--- src/rtl/mem_stage_pkg.sv ---
// mem_stage_pkg: load encodings, PC reset value and the execute-to-memory payload layout
package mem_stage_pkg;
    localparam logic [2:0] LD_W  = 3'b000;
    localparam logic [2:0] LD_B  = 3'b001;
    localparam logic [2:0] LD_H  = 3'b010;
    localparam logic [2:0] LD_BU = 3'b011;
    localparam logic [2:0] LD_HU = 3'b100;
    localparam logic [31:0] PC_RESET_VAL = 32'h1bfffffc;
    localparam int EX_MEM_W = 103;
    typedef struct packed {
        logic [31:0] inst;
        logic [31:0] pc;
        logic [31:0] alu_result;
        logic        res_from_mem;
        logic        reg_en;
        logic [4:0]  dest;
    } ex_mem_t;
    function automatic ex_mem_t ex_mem_reset(logic [31:0] pc);
        ex_mem_t p;
        p = ex_mem_t'({EX_MEM_W{1'b0}});
        p.pc = pc;
        return p;
    endfunction
endpackage

--- src/rtl/mem_stage_if.sv ---
// mem_stage_if: execute-side, SRAM and write-back-side signals of the memory stage
interface mem_stage_if;
    logic        ready_go_ex;
    logic        allow_in;
    logic [31:0] inst_from_ex;
    logic [31:0] pc_from_ex;
    logic [31:0] alu_result_from_ex;
    logic        res_from_mem_from_ex;
    logic [2:0]  ld_op_from_ex;
    logic        reg_en_from_ex;
    logic [4:0]  dest_from_ex;
    logic [31:0] data_sram_rdata;
    logic        ready_go_mem;
    logic        allow_in_wb;
    logic [31:0] inst_to_wb;
    logic [31:0] pc_to_wb;
    logic [31:0] data_to_reg;
    logic        reg_en_to_wb;
    logic [4:0]  dest_to_wb;
    logic        valid;
    logic [31:0] forward_data_mem;
    logic        fwd_we_mem;
    logic [4:0]  fwd_dest_mem;
    modport slave (
        input  ready_go_ex, inst_from_ex, pc_from_ex, alu_result_from_ex, res_from_mem_from_ex,
               ld_op_from_ex, reg_en_from_ex, dest_from_ex, data_sram_rdata, allow_in_wb,
        output allow_in, ready_go_mem, inst_to_wb, pc_to_wb, data_to_reg, reg_en_to_wb,
               dest_to_wb, valid, forward_data_mem, fwd_we_mem, fwd_dest_mem
    );
    modport master (
        output ready_go_ex, inst_from_ex, pc_from_ex, alu_result_from_ex, res_from_mem_from_ex,
               ld_op_from_ex, reg_en_from_ex, dest_from_ex, data_sram_rdata, allow_in_wb,
        input  allow_in, ready_go_mem, inst_to_wb, pc_to_wb, data_to_reg, reg_en_to_wb,
               dest_to_wb, valid, forward_data_mem, fwd_we_mem, fwd_dest_mem
    );
endinterface

--- src/rtl/mem_stage_load_align.sv ---
// load_align: byte/halfword lane selection and extension of a 32-bit read word
module load_align
    import mem_stage_pkg::*;
(
    input  logic [31:0] rdata,
    input  logic [1:0]  addr,
    input  logic [2:0]  ld_op,
    output logic [31:0] result
);
    logic [7:0]  lane_b;
    logic [15:0] lane_h;
    always_comb begin
        lane_b = addr[1] ? (addr[0] ? rdata[31:24] : rdata[23:16])
                         : (addr[0] ? rdata[15:8]  : rdata[7:0]);
        lane_h = addr[1] ? rdata[31:16] : rdata[15:0];
        result = (ld_op == LD_B)  ? {{24{lane_b[7]}}, lane_b} :
                 (ld_op == LD_BU) ? {24'd0, lane_b} :
                 (ld_op == LD_H)  ? {{16{lane_h[15]}}, lane_h} :
                 (ld_op == LD_HU) ? {16'd0, lane_h} : rdata;
    end
endmodule

--- src/rtl/mem_stage.sv ---
// mem_stage: memory-access pipeline stage with load extraction and a stall read-data buffer
// Sub-word load extraction is enabled by defining MEM_SUBWORD_LD_EN.
module mem_stage
    import mem_stage_pkg::*;
#(
    parameter logic [31:0] PC_RESET = PC_RESET_VAL
) (
    input logic        clk,
    input logic        resetn,
    mem_stage_if.slave bus
);
    ex_mem_t     pl;
    logic        valid;
    logic        rbuf_vld;
    logic [31:0] rbuf;
    logic [31:0] rdata;
    logic [31:0] load_result;
    logic [31:0] result;
    logic        allow_in;
`ifdef MEM_SUBWORD_LD_EN
    logic [2:0]  ld_op;
`endif
    assign allow_in = !valid | (valid & bus.allow_in_wb);
    always_ff @(posedge clk) begin
        if (!resetn) begin
            valid    <= 1'b0;
            pl       <= ex_mem_reset(PC_RESET);
            rbuf     <= 32'd0;
            rbuf_vld <= 1'b0;
`ifdef MEM_SUBWORD_LD_EN
            ld_op    <= LD_W;
`endif
        end else begin
            if (allow_in) valid <= bus.ready_go_ex;
            if (allow_in & bus.ready_go_ex) begin
                pl <= '{inst: bus.inst_from_ex, pc: bus.pc_from_ex,
                        alu_result: bus.alu_result_from_ex, res_from_mem: bus.res_from_mem_from_ex,
                        reg_en: bus.reg_en_from_ex, dest: bus.dest_from_ex};
`ifdef MEM_SUBWORD_LD_EN
                ld_op <= bus.ld_op_from_ex;
`endif
            end
            // SRAM data is only valid in the first resident cycle; hold it for later stall cycles
            if (allow_in) rbuf_vld <= 1'b0;
            else if (valid & !rbuf_vld & !bus.allow_in_wb) begin
                rbuf     <= bus.data_sram_rdata;
                rbuf_vld <= 1'b1;
            end
        end
    end
    assign rdata = rbuf_vld ? rbuf : bus.data_sram_rdata;
`ifdef MEM_SUBWORD_LD_EN
    load_align u_load_align (
        .rdata  (rdata),
        .addr   (pl.alu_result[1:0]),
        .ld_op  (ld_op),
        .result (load_result)
    );
`else
    assign load_result = rdata;
`endif
    assign result               = pl.res_from_mem ? load_result : pl.alu_result;
    assign bus.allow_in         = allow_in;
    assign bus.ready_go_mem     = valid;
    assign bus.valid            = valid;
    assign bus.inst_to_wb       = pl.inst;
    assign bus.pc_to_wb         = pl.pc;
    assign bus.data_to_reg      = result;
    assign bus.reg_en_to_wb     = pl.reg_en;
    assign bus.dest_to_wb       = pl.dest;
    assign bus.forward_data_mem = result;
    assign bus.fwd_we_mem       = valid & pl.reg_en;
    assign bus.fwd_dest_mem     = pl.dest;
endmodule
--- src/flat_wrapper.sv ---
// flat-port wrapper written by rule: the top's interface ports become plain ports
module mem_stage_flat import mem_stage_pkg::*;
#(
    parameter logic [31:0] PC_RESET = PC_RESET_VAL
)
  (clk, resetn, bus_ready_go_ex, bus_inst_from_ex, bus_pc_from_ex, bus_alu_result_from_ex, bus_res_from_mem_from_ex, bus_ld_op_from_ex, bus_reg_en_from_ex, bus_dest_from_ex, bus_data_sram_rdata, bus_allow_in_wb, bus_allow_in, bus_ready_go_mem, bus_inst_to_wb, bus_pc_to_wb, bus_data_to_reg, bus_reg_en_to_wb, bus_dest_to_wb, bus_valid, bus_forward_data_mem, bus_fwd_we_mem, bus_fwd_dest_mem);
  mem_stage_if bus_i ();
  input logic clk;
  input logic resetn;
  input wire logic [$bits(bus_i.ready_go_ex)-1:0] bus_ready_go_ex;
  input wire logic [$bits(bus_i.inst_from_ex)-1:0] bus_inst_from_ex;
  input wire logic [$bits(bus_i.pc_from_ex)-1:0] bus_pc_from_ex;
  input wire logic [$bits(bus_i.alu_result_from_ex)-1:0] bus_alu_result_from_ex;
  input wire logic [$bits(bus_i.res_from_mem_from_ex)-1:0] bus_res_from_mem_from_ex;
  input wire logic [$bits(bus_i.ld_op_from_ex)-1:0] bus_ld_op_from_ex;
  input wire logic [$bits(bus_i.reg_en_from_ex)-1:0] bus_reg_en_from_ex;
  input wire logic [$bits(bus_i.dest_from_ex)-1:0] bus_dest_from_ex;
  input wire logic [$bits(bus_i.data_sram_rdata)-1:0] bus_data_sram_rdata;
  input wire logic [$bits(bus_i.allow_in_wb)-1:0] bus_allow_in_wb;
  output wire logic [$bits(bus_i.allow_in)-1:0] bus_allow_in;
  output wire logic [$bits(bus_i.ready_go_mem)-1:0] bus_ready_go_mem;
  output wire logic [$bits(bus_i.inst_to_wb)-1:0] bus_inst_to_wb;
  output wire logic [$bits(bus_i.pc_to_wb)-1:0] bus_pc_to_wb;
  output wire logic [$bits(bus_i.data_to_reg)-1:0] bus_data_to_reg;
  output wire logic [$bits(bus_i.reg_en_to_wb)-1:0] bus_reg_en_to_wb;
  output wire logic [$bits(bus_i.dest_to_wb)-1:0] bus_dest_to_wb;
  output wire logic [$bits(bus_i.valid)-1:0] bus_valid;
  output wire logic [$bits(bus_i.forward_data_mem)-1:0] bus_forward_data_mem;
  output wire logic [$bits(bus_i.fwd_we_mem)-1:0] bus_fwd_we_mem;
  output wire logic [$bits(bus_i.fwd_dest_mem)-1:0] bus_fwd_dest_mem;
  assign bus_i.ready_go_ex = bus_ready_go_ex;
  assign bus_i.inst_from_ex = bus_inst_from_ex;
  assign bus_i.pc_from_ex = bus_pc_from_ex;
  assign bus_i.alu_result_from_ex = bus_alu_result_from_ex;
  assign bus_i.res_from_mem_from_ex = bus_res_from_mem_from_ex;
  assign bus_i.ld_op_from_ex = bus_ld_op_from_ex;
  assign bus_i.reg_en_from_ex = bus_reg_en_from_ex;
  assign bus_i.dest_from_ex = bus_dest_from_ex;
  assign bus_i.data_sram_rdata = bus_data_sram_rdata;
  assign bus_i.allow_in_wb = bus_allow_in_wb;
  assign bus_allow_in = bus_i.allow_in;
  assign bus_ready_go_mem = bus_i.ready_go_mem;
  assign bus_inst_to_wb = bus_i.inst_to_wb;
  assign bus_pc_to_wb = bus_i.pc_to_wb;
  assign bus_data_to_reg = bus_i.data_to_reg;
  assign bus_reg_en_to_wb = bus_i.reg_en_to_wb;
  assign bus_dest_to_wb = bus_i.dest_to_wb;
  assign bus_valid = bus_i.valid;
  assign bus_forward_data_mem = bus_i.forward_data_mem;
  assign bus_fwd_we_mem = bus_i.fwd_we_mem;
  assign bus_fwd_dest_mem = bus_i.fwd_dest_mem;
  mem_stage #(.PC_RESET(PC_RESET)) u_core (.clk(clk), .resetn(resetn), .bus(bus_i));
endmodule
--- config.mk ---
export PLATFORM = sky130hd
export DESIGN_NAME = mem_stage_flat
export DESIGN_NICKNAME = d
export VERILOG_FILES = /design/src/rtl/mem_stage_pkg.sv /design/src/rtl/mem_stage_if.sv /design/src/rtl/mem_stage_load_align.sv /design/src/rtl/mem_stage.sv /design/src/flat_wrapper.sv
export SDC_FILE = /design/constraint.sdc
export NUM_CORES = 1
export LEC_CHECK = 0
export BUFFER_PORTS_ARGS = -buffer_cell sky130_fd_sc_hd__buf_2
export CORE_MARGIN = 2
export CORE_UTILIZATION = 37
export CTS_CLUSTER_SIZE = 25
export DETAILED_ROUTE_END_ITERATION = 10
export HOLD_SLACK_MARGIN = 0.08
export PLACE_DENSITY = 0.73
export SLEW_MARGIN = 20
export SYNTH_ARGS = -nofsm -noshare
export SYNTH_HDL_FRONTEND = slang
export SYNTH_HIERARCHICAL = 1
export SYNTH_SLANG_ARGS = --single-unit
--- constraint.sdc ---
create_clock -name clk -period 1.5 [get_ports clk]
set_input_delay 0.225 -clock clk [delete_from_list [all_inputs] [get_ports clk]]
set_output_delay 0.225 -clock clk [all_outputs]
set_load 0.02 [all_outputs]
[Word-level counts from Yosys, hierarchy flattened]
Cells that the tools add are included.
Cells by class
  mux-type cells: 2
  bitwise gates (word level): 8
  reduce and logical (&&, ||, !) cells: 5
Operators with widths (number)
  $mux W32: 2
  $and A1 B1 Y1: 5
  $logic_not A1 Y1: 3
  $not A1 Y1: 2
  $reduce_and A2 Y1: 1
  $reduce_or A2 Y1: 1
  $or A1 B1 Y1: 1
Word-level totals
  bits in registers: 137
  input bits: 142
  output and inout bits: 143
  word-level logic and storage cells: 24

[Longest topological paths before layout]
Gate-level depths: netlist (run 1).
  depth in word-level cells: 4
  mapped depth: 7
  depth with buffers taken out: 4

[Worst setup path before layout (run 1)]
Ideal clock, no wire load.
  path type: reg-to-output
  start: register u_core/pl[6] (netlist bit)
  end: output port bus_forward_data_mem[13]
  data arrival time: 1548 ps
  data required time: 1275 ps
  path slack: -273 ps
  cell stages (with the launch flop): 6
  buffers on the path: 3
  cells stage by stage: dfxtp_1 > clkbuf_1 > clkbuf_1 > nor2_1 > a21oi_1 > buf_4
Between the ends
  word-level cells in the longest chain between the ends: 1
RTL lines
  from (decl): RTL line mem_stage.sv:12  | ex_mem_t pl;
  from (signal assigned): RTL line mem_stage.sv:27  | pl <= ex_mem_reset(PC_RESET);
  from (signal assigned): RTL line mem_stage.sv:36  | pl <= '{inst: bus.inst_from_ex, pc: bus.pc_from_ex,
  $mux W32: RTL line mem_stage.sv:62  | assign result = pl.res_from_mem ? load_result : pl.alu_result;
  to (decl): RTL line flat_wrapper.sv:28  | output wire logic [$bits(bus_i.forward_data_mem)-1:0] bus_forward_data_mem;
No other way between the ends.

[Worst setup path after layout (run 1)]
  start: register u_core.rbuf_vld
  end: output port bus_data_to_reg[8]
Between the ends
  word-level cells in the longest chain between the ends: 2
RTL lines
  from (decl): RTL line mem_stage.sv:14  | logic rbuf_vld;
  from (signal assigned): RTL line mem_stage.sv:29  | rbuf_vld <= 1'b0;
  from (signal assigned): RTL line mem_stage.sv:44  | if (allow_in) rbuf_vld <= 1'b0;
  from (signal assigned): RTL line mem_stage.sv:47  | rbuf_vld <= 1'b1;
  $mux W32: RTL line mem_stage.sv:51  | assign rdata = rbuf_vld ? rbuf : bus.data_sram_rdata;
  $mux W32: RTL line mem_stage.sv:62
  to (decl): RTL line flat_wrapper.sv:24  | output wire logic [$bits(bus_i.data_to_reg)-1:0] bus_data_to_reg;
No other way between the ends.

==> key figures, run 1 <==
Timing
  • RSZ-0062 raised after global routing: yes
  • Final Hold Fails: 0
  • Final setup TNS: -14.34 ns
  • Max Slew Vio Count: 0
  • Shortest period the worst path allows: 1.78 ns
  • Final Setup Violations: 64
  • Slew margin rel.: 75.7%
  • Worst Tran Pin Value: 0.365 ns
  • Tcrit/Tclk final: 119%
  • Final WS setup: -0.282 ns
  • Layout Skew: 0.00742 ns
  • Fmax: 561 MHz

Synthesis
  • YS warnings: 6
  • Synth top area share: 40.9%
  • Asr flop ratio synth: 0%
  • Post-synth EDFFs: 0
  • Mapped cell area: 0.00671 mm2
  • Top_reg_cell synth: dfxtp_1
  • Sequential area share after synthesis: 40.9%
  • Post-synth cell types: 21
  • Top-count cell post-synth: nand2_1
  • Syn_nets: 956
  • Post-synth top cells: nand2_1, dfxtp_1, mux2i_1
  • Synthesized area per cell: 8.24 um2
  • Syn Inst Count: 814
  • Yosys reg bits: 137
  • Top post-synthesis cells by area: dfxtp_1, mux2i_1, buf_4, nand2_1, nand3_1
  • Largest area contributor in the netlist: dfxtp_1

Clock tree
  • CTS tree: built
  • Clk pin slew, worst setup/hold paths: 0.06 ns
  • CTS Buffer Depth: 2
  • CTS H-Tree Depth: 4
  • TritonCTS Sinks: 137
  • Root Driver: clkbuf_16
  • Number of buffers created by CTS: 17
  • Worst-skew pair later-pin latency: 0.41 ns

GRT
  • Vias in the first global route: 6,399
  • First-pass GRT wire length: 31.0 mm
  • Initial antenna violation count: 2
  • Largest net degree at the start of global routing: 65
  • Aggregate global-route resource usage: 19.6%
  • Total gr overflow: 0

Worst setup path
  • Worst path depth: 4
  • WS Path Type: flip-flop to output port
  • Worst Setup Start Kind: flip-flop
  • Crit-path cells: buf_12 > mux2i_1 > a21oi_2 > buf_2
  • Worst Path Buf+Inv: 2
  • Critical Path RT: 1.27 ns
  • Crit Path Max Fanout: 12
  • Data arrival time of the worst path: 1.56 ns
  • R2R depth: 5
  • Slowest CP cell: dfxtp_4
  • Largest delay share family, worst path: flip-flops
  • CP Capture Type: output port
  • Slowest cell delay on critical path: 0.41 ns

Die
  • Die height: 139 um
  • Core area: 0.0179 mm2
  • Ports: 285
  • Num rows: 49
  • Starting Density: 37.5%
  • Die X: 139 um
  • Die area: 0.0192 mm2

Route
  • WL/cell: 14.4 um
  • Vias per std cell: 4.74
  • Drt initial violations: 261
  • Total iterations of the first detailed-routing run: 6
  • DRT antenna net count: 0
  • DR DRC count: 0
  • WL final: 19.4 mm
  • Vias: 6,374

Placed design
  • DP HPWL: 11.3 mm
  • Final RePlAce weighted congestion: 0.784
  • IO Port Bufs: 281
  • Pre-CTS WS: 0.121 ns

Final layout
  • Area Growth Syn to Fin: 46.9%
  • Fin nets: 1,245
  • Share of cells above drive strength 1: 35.5%

Power
  • Leak: 4.66 nW
  • Pwr Total: 10.5 mW
  • Power Density: 1060 mW/mm2
  • Maximum vdd ir drop: 0.702 mV

Worst hold path
  • Hold/Removal Path Class: input port to flip-flop
  • Hold Crit Depth: 3

Status
  • Status: complete, but fails checks
  • Violated checks: negative setup slack

Job
  • # Max-Cap Violations: 0
## cell usage in the layout (no fill, tap or decap), types with 5 or more instances in the layout
| cell type | count |
|---|---|
| dlygate4sd3_1 | 127 |
| mux2i_2 | 5 |
| clkinvlp_4 | 5 |
| inv_6 | 5 |
| inv_1 | 26 |
| buf_4 | 31 |
| nand2_1 | 186 |
| a21oi_2 | 32 |
| nand3_1 | 56 |
| clkbuf_16 | 18 |
| buf_2 | 264 |
| mux2i_4 | 6 |
| dfxtp_1 | 134 |
| nor2_1 | 32 |
| buf_6 | 6 |
| buf_12 | 9 |
| o21ai_1 | 10 |
| o21ai_0 | 22 |
| mux2i_1 | 98 |
| o211ai_1 | 26 |
## metrics by stage
step,utilization [%],std cells,hold WS [ns],cell area [um2]
global placement,43.1,1182,0.440,7720
detailed placement,43.1,1182,0.445,7720
floorplan,-,814,0.358,6830
global route,55.1,1346,0.0939,9860
CTS,54.3,1343,0.0834,9720
finish,55.1,1346,0.0992,9860
## cell families (layout without fill, tap and decap cells)
logic type	after synthesis	count (layout)	share of synthesized area (%)
AO/OA/AOI/OAI	91	91	7.79
buffers and inverters	196	498	17.9
flip-flops	137	137	40.9
multiplexers	109	109	16.3
other	0	1	0
AND/OR/NAND/NOR	281	281	17.1
## tightest hold or removal path: cells and delay by family
family                 cells  cell delay, ns
and+or+nand+nor            1            0.06
buffers and inverters      1            0.09
muxes                      1            0.07
## cell type report
type | instances | area, um2
fillers | 1537 | 8040
repair buffers | 439 | 3130
flip-flops and latches | 137 | 2750
inverters | 27 | 101
multi-input cells | 481 | 2990
diodes | 1 | 2.50
clock buffers | 18 | 439
clock inverters | 14 | 159
well taps | 229 | 287
## power breakdown
part	switching, mW	leakage [nW]	internal, mW
registers	0.126	1.13	3.87
clock network	1.69	0.277	2.52
logic	1.26	3.25	1.00
## routing by layer
metal,track usage [%],share of wire [%],up-vias
met2,35.6,51,243
li1,-,-,3144
met3,5.49,6.9,40
met5,0,0,-
met1,21.8,40,2947
met4,7.39,2.7,0
## state kept, by name (all words and copies together) (netlist names)
register,flops
u_core/bus.reg_en_to_wb,1
u_core/bus.pc_to_wb,32
u_core/bus.ready_go_mem,1
u_core/rbuf_vld,1
u_core/pl,33
u_core/bus.dest_to_wb,5
u_core/bus.inst_to_wb,32
u_core/rbuf,32
## timing repair
action,4_1_cts,5_1_grt
resized for setup,27,22
setup buffers,1,1
gates cloned,1,1
hold endpoints to repair,127,0
hold buffers,127,0
setup endpoints to repair,65,76
pin swaps,5,5
## worst paths after layout
check                        to                  startpoint  slack [ns]
max          bus_data_to_reg[8]             u_core/rbuf_vld       -0.28
min               u_core/pl[17]  bus_alu_result_from_ex[10]         0.1
max reg2reg      u_core/rbuf[7]     u_core/bus.ready_go_mem        0.02
min reg2reg     u_core/rbuf[18]             u_core/rbuf[18]        0.46
Note: power is estimated with default switching activity, not from simulation.
==> run 2: changes to the inputs <==
- CORE_UTILIZATION: 37 -> 36
- PLACE_DENSITY: 0.73 -> 0.71
==> run 2 against run 1 <==
The flow still finishes with violations (negative setup slack). Global-route usage is 1.0 points lower. Critical path depth stayed put. Fmax is 1.4% higher. Sequential share of layout area is 0.38 points lower. Flip-flop and latch count stayed put. Critical path type unchanged. Highest routed layer is now met5.
==> key figures, run 2 (same netlist as run 1, synthesis figures left out) <==
Status
  • Status: complete, but fails checks
  • Violated checks: negative setup slack

Final layout
  • Area taken by multi-input logic gates: 0.00296 mm2
  • FF+latch area: 0.00275 mm2
  • Area Growth Syn to Fin: 49.1%
  • FILL cells: 1,572
  • Most frequent cells in the layout: buf_2, nand2_1, dfxtp_1
  • Max reg flops: 33
  • Post-Layout Cell Count: 1,360
  • Final instance area: 0.0100 mm2
  • Fin nets: 1,258
  • Largest register by flop count: u_core/pl
  • Share of cells above drive strength 1: 36.3%
  • Commonest non-fill, non-tap cell in the layout: buf_2

Route
  • Vias per std cell: 4.62
  • WL/cell: 13.7 um
  • DRT antenna net count: 0
  • WL final: 18.6 mm
  • DR DRC count: 0
  • Total iterations of the first detailed-routing run: 5
  • Vias: 6,283
  • Drt initial violations: 289

GRT
  • Initial antenna violation count: 2
  • Vias in the first global route: 6,092
  • GRT busiest layer: met2
  • Met3 track demand over resource: 5.88%
  • Grt met2 use: 32.0%
  • Largest net degree at the start of global routing: 55
  • Met1 Usage GRT: 22.2%
  • Aggregate global-route resource usage: 18.6%
  • First-pass GRT wire length: 29.5 mm
  • Total gr overflow: 0

Clock tree
  • Clk pin slew, worst setup/hold paths: 0.06 ns
  • CTS H-Tree Depth: 4
  • Root Driver: clkbuf_16
  • Worst-skew pair later-pin latency: 0.41 ns
  • CTS Buffer Depth: 2
  • TritonCTS Sinks: 137
  • Number of buffers created by CTS: 17
  • CTS tree: built

Worst setup path
  • Crit-path cells: buf_12 > mux2i_2 > a21oi_2 > buf_2
  • Crit Path Max Fanout: 17
  • Critical Path RT: 1.27 ns
  • Worst Setup Start Kind: flip-flop
  • R2R Setup Slk: 0.08 ns
  • Data arrival time of the worst path: 1.53 ns
  • CP Capture Type: output port
  • WS Path Type: flip-flop to output port
  • Worst Path Buf+Inv: 2
  • R2R depth: 4
  • Largest delay share family, worst path: flip-flops
  • Slowest CP cell: dfxtp_4
  • R2R Path End: u_core/rbuf[29]
  • Slowest cell delay on critical path: 0.40 ns
  • Reg2reg start: u_core/rbuf_vld

Timing
  • Tcrit/Tclk final: 117%
  • Worst Tran Pin Value: 0.292 ns
  • Final Hold Fails: 0
  • Layout Skew: 0.00420 ns
  • Final Setup Violations: 64
  • Fmax: 569 MHz
  • Shortest period the worst path allows: 1.76 ns
  • Final WS setup: -0.258 ns
  • Hold WS: 0.0981 ns
  • Final setup TNS: -14.21 ns
  • Slew margin rel.: 80.6%
  • RSZ-0062 raised after global routing: yes
  • Max Slew Vio Count: 0

Placed design
  • DP HPWL: 11.4 mm
  • Cells after DPL: 1,183
  • Dpl cell area: 0.00775 mm2
  • Final RePlAce weighted congestion: 0.767
  • IO Port Bufs: 281

Worst hold path
  • Hold path endpoint: u_core/bus.pc_to_wb[17]
  • Hold Crit Depth: 3
  • Worst Min Path Start: bus_pc_from_ex[17]
  • Hold/Removal Path Class: input port to flip-flop

Die
  • Die height: 141 um
  • Die area: 0.0197 mm2
  • Num rows: 49
  • Core area: 0.0181 mm2
  • Starting Density: 37.0%
  • Ports: 285
  • Die X: 141 um

Job
  • # Max-Cap Violations: 0

Power
  • Power Density: 1060 mW/mm2
  • Leak: 4.77 nW
  • Maximum vdd ir drop: 0.728 mV
run 2: cell count changes in the layout (fill, tap and decap cells not counted), sizes merged, moves of 2 or more:
cell,before,now
buf,310,319
clkbuf,19,17
clkinv,2,5
clkinvlp,5,3
dlygate4sd3,127,131
run 2: where the power goes:
group          internal (mW)  leakage, nW  switching [mW]  total [mW]
sequential              3.87         1.13           0.123        3.99
combinational           1.06         3.35            1.25        2.31
clock                   2.62        0.290            1.65        4.27
total                   7.54         4.77            3.02        10.6
run 2: area by class of cell:
| cell class | instances | share of cell area, % |
|---|---|---|
| multi-input combinational | 481 | 29.6 |
| clock buffer | 17 | 4.25 |
| inverter | 27 | 1.01 |
| sequential | 137 | 27.5 |
| timing repair buffer | 452 | 33.0 |
| antenna | 2 | 0.0500 |
| tap | 229 | 2.86 |
| clock inverter | 15 | 1.73 |
run 2: what timing repair did:
item                                    in CTS  in global routing
pin swaps                                    1                  0
gates resized for setup                     32                 22
endpoints found under the setup margin      65                 76
gates cloned                                 3                  0
hold buffers                               131                  0
hold endpoints to repair                   131                  0
buffers inserted                             5                  4
run 2: worst max path at each step:
stage | from | endpoint | slack, ns | cells past startpoint
after floorplan | u_core/rbuf_vld | bus_forward_data_mem[0] | -0.01 | 5
after global placement | u_core/rbuf_vld | u_core/rbuf[30] | 0.07 | 4
after detailed placement | u_core/rbuf_vld | u_core/rbuf[30] | 0.04 | 4
after CTS | u_core/rbuf_vld | bus_forward_data_mem[5] | -0.26 | 4
after global routing | u_core/rbuf_vld | bus_data_to_reg[11] | -0.34 | 4
final | u_core/rbuf_vld | bus_forward_data_mem[2] | -0.26 | 4
run 2: per-layer routing:
layer  share of wire, %  wire (um)
met1                 43       8080
met3                6.3       1170
met4                1.7        309
met2                 49       9050
met5              0.059         11
run 2: worst reg2reg max path, delay by kind of cell, from the launching register on:
| kind | cells | cell delay [ns] |
|---|---|---|
| AND/OR/NAND/NOR | 2 | 0.63 |
| AO/OA/AOI/OAI | 1 | 0.09 |
| buffers and inverters | 1 | 0.20 |
| flip-flops | 1 | 0.37 |
run 2: per-stage QoR:
stage	total power, mW	setup slack [ns]	utilization [%]
finish	10.6	-0.258	55.1
CTS	10.6	-0.260	54.5
global placement	5.92	0.0717	42.7
detailed placement	5.95	0.0381	42.7
floorplan	5.55	-0.0124	-
global route	11.1	-0.336	55.1
==> run 3: changes to the inputs <==
- CELL_PAD_IN_SITES_DETAIL_PLACEMENT: not set -> 1
- CELL_PAD_IN_SITES_GLOBAL_PLACEMENT: not set -> 2
- CORE_UTILIZATION: 36 -> 26
- PLACE_DENSITY: 0.71 -> 0.87
==> run 3 against run 2 <==
The run still ends with negative setup slack left. Flip-flop and latch count unchanged. Global-route usage is 2.3 points lower. Register-to-register slack worse by 0.04 ns. Cell count is 7.1% higher. First-iteration DRC count decreased by 31%. Clock-buffer cell count is 2 higher. Largest power group unchanged. Highest routed layer unchanged. Design area is 2.0% higher. Fmax decreased by 1.7%. Worst hold slack improved by 0.0069 ns.
==> key figures, run 3 (same netlist as run 1, synthesis figures left out) <==
Die
  • Ports: 285
  • Num rows: 58
  • Die height: 165 um
  • Die area: 0.0271 mm2
  • Die X: 165 um
  • Core area: 0.0253 mm2
  • Starting Density: 26.6%

Final layout
  • Core Util, Final: 40.4%
  • FF+latch area: 0.00275 mm2
  • Fin nets: 1,253
  • Most frequent cells in the layout: buf_2, nand2_1, dfxtp_1
  • Share of cells above drive strength 1: 36.1%
  • Commonest non-fill, non-tap cell in the layout: buf_2
  • Area Growth Syn to Fin: 52.1%
  • Post-Layout Cell Count: 1,457
  • Max reg flops: 33
  • FILL cells: 2,997
  • Largest register by flop count: u_core/pl
  • Area taken by multi-input logic gates: 0.00300 mm2

Clock tree
  • CTS H-Tree Depth: 4
  • Worst-skew pair later-pin latency: 0.42 ns
  • Root Driver: clkbuf_16
  • Clk pin slew, worst setup/hold paths: 0.06 ns
  • CTS tree: built
  • Number of buffers created by CTS: 17
  • CTS Buffer Depth: 2
  • TritonCTS Sinks: 137

Status
  • Violated checks: negative setup slack
  • Status: complete, but fails checks

Worst setup path
  • Reg2reg start: u_core/rbuf_vld
  • Slowest cell delay on critical path: 0.43 ns
  • R2R depth: 4
  • Worst Path Buf+Inv: 2
  • R2R Path End: u_core/rbuf[2]
  • CP Capture Type: output port
  • Critical Path RT: 1.27 ns
  • WS Path Type: flip-flop to output port
  • Slowest CP cell: dfxtp_4
  • Largest delay share family, worst path: flip-flops
  • Worst Setup Start Kind: flip-flop
  • Crit Path Max Fanout: 10
  • R2R Setup Slk: 0.04 ns
  • Data arrival time of the worst path: 1.56 ns
  • Crit-path cells: buf_12 > mux2i_1 > a21oi_2 > buf_2

GRT
  • Vias in the first global route: 6,735
  • Initial antenna violation count: 4
  • Total gr overflow: 0
  • Aggregate global-route resource usage: 16.3%
  • Largest net degree at the start of global routing: 43
  • First-pass GRT wire length: 34.6 mm

Route
  • Drt initial violations: 200
  • DR DRC count: 0
  • WL final: 22.5 mm
  • Total iterations of the first detailed-routing run: 6
  • WL/cell: 15.4 um
  • Vias: 6,482
  • Vias per std cell: 4.45
  • DRT antenna net count: 0

Placed design
  • DP HPWL: 14.0 mm
  • IO Port Bufs: 281
  • Cells after DPL: 1,284
  • Final RePlAce weighted congestion: 0.761

Worst hold path
  • Hold path endpoint: u_core/rbuf[12]
  • Worst Min Path Start: bus_data_sram_rdata[12]
  • Hold/Removal Path Class: input port to flip-flop
  • Hold Crit Depth: 3

Timing
  • Tcrit/Tclk final: 119%
  • Max Slew Vio Count: 0
  • Final WS setup: -0.288 ns
  • Final Hold Fails: 0
  • Final Setup Violations: 64
  • Slew margin rel.: 76.3%
  • Fmax: 559 MHz
  • Worst Tran Pin Value: 0.356 ns
  • RSZ-0062 raised after global routing: yes
  • Layout Skew: 0.00649 ns
  • Shortest period the worst path allows: 1.79 ns

Job
  • # Max-Cap Violations: 0

Power
  • Power Density: 1070 mW/mm2
  • Maximum vdd ir drop: 0.528 mV
  • Leak: 4.78 nW
==> run 3: per-stage QoR <==
step	setup WS, ns	setup TNS [ns]	total power, mW	hold WS [ns]	instance area (um2)
3_3_place_gp	0.101	0	5.97	0.439	7930
5_1_grt	-0.377	-21.24	11.5	0.102	10200
4_1_cts	-0.314	-17.46	11.0	0.0808	10100
2_1_floorplan	-0.0124	-0.371	5.55	0.358	6830
3_5_place_dp	0.0304	0	6.02	0.447	7930
6_report	-0.288	-16.13	11.0	0.105	10200
==> run 3: power by group <==
| group | internal (mW) | switching [mW] |
|---|---|---|
| Clock | 2.85 | 1.75 |
| Sequential | 3.87 | 0.130 |
| Combinational | 1.05 | 1.30 |
==> run 3: worst max path at each step <==
stage / end / start / slack (ns) / cells past startpoint
2_1_floorplan: bus_forward_data_mem[0] / u_core/rbuf_vld / -0.01 / 5
3_3_place_gp: u_core/rbuf[30] / u_core/rbuf_vld / 0.10 / 4
3_5_place_dp: u_core/bus.inst_to_wb[26] / u_core/bus.ready_go_mem / 0.03 / 5
4_1_cts: bus_data_to_reg[29] / u_core/rbuf_vld / -0.31 / 4
5_1_grt: bus_data_to_reg[25] / u_core/rbuf_vld / -0.38 / 4
6_report: bus_data_to_reg[2] / u_core/rbuf_vld / -0.29 / 4
==> run 3: final cells by class <==
cell class,count,share of cell area (%)
timing repair buffer,447,32.3
multi-input combinational,481,29.4
sequential,137,27.0
clock buffer,19,4.34
tap,330,4.05
clock inverter,13,1.89
inverter,27,1.02
antenna,3,0.0735
==> run 3: routing by layer <==
| metal | GRT usage (%) | vias to the layer above | wire, um | part of all wire, % |
|---|---|---|---|---|
| met1 | 18.4 | 3106 | 9220 | 41 |
| li1 | - | 3163 | - | - |
| met4 | 4.43 | 4 | 249 | 1.1 |
| met5 | 0 | - | 23 | 0.10 |
| met2 | 29.8 | 187 | 11600 | 52 |
| met3 | 4.65 | 22 | 1410 | 6.3 |
==> run 3: timing repair <==
item	CTS	global route
pin swaps	0	1
endpoints found under the setup margin	65	75
endpoints found under the hold margin	130	0
resized for setup	22	31
hold buffers	130	0
gates cloned	3	0
buffers inserted	4	1
==> run 3: worst register-to-register path: stages (launching register included) <==
cell	delay, ns
dfxtp_4	0.39
or3b_2	0.54
buf_12	0.20
nand3_1	0.11
o21ai_0	0.09
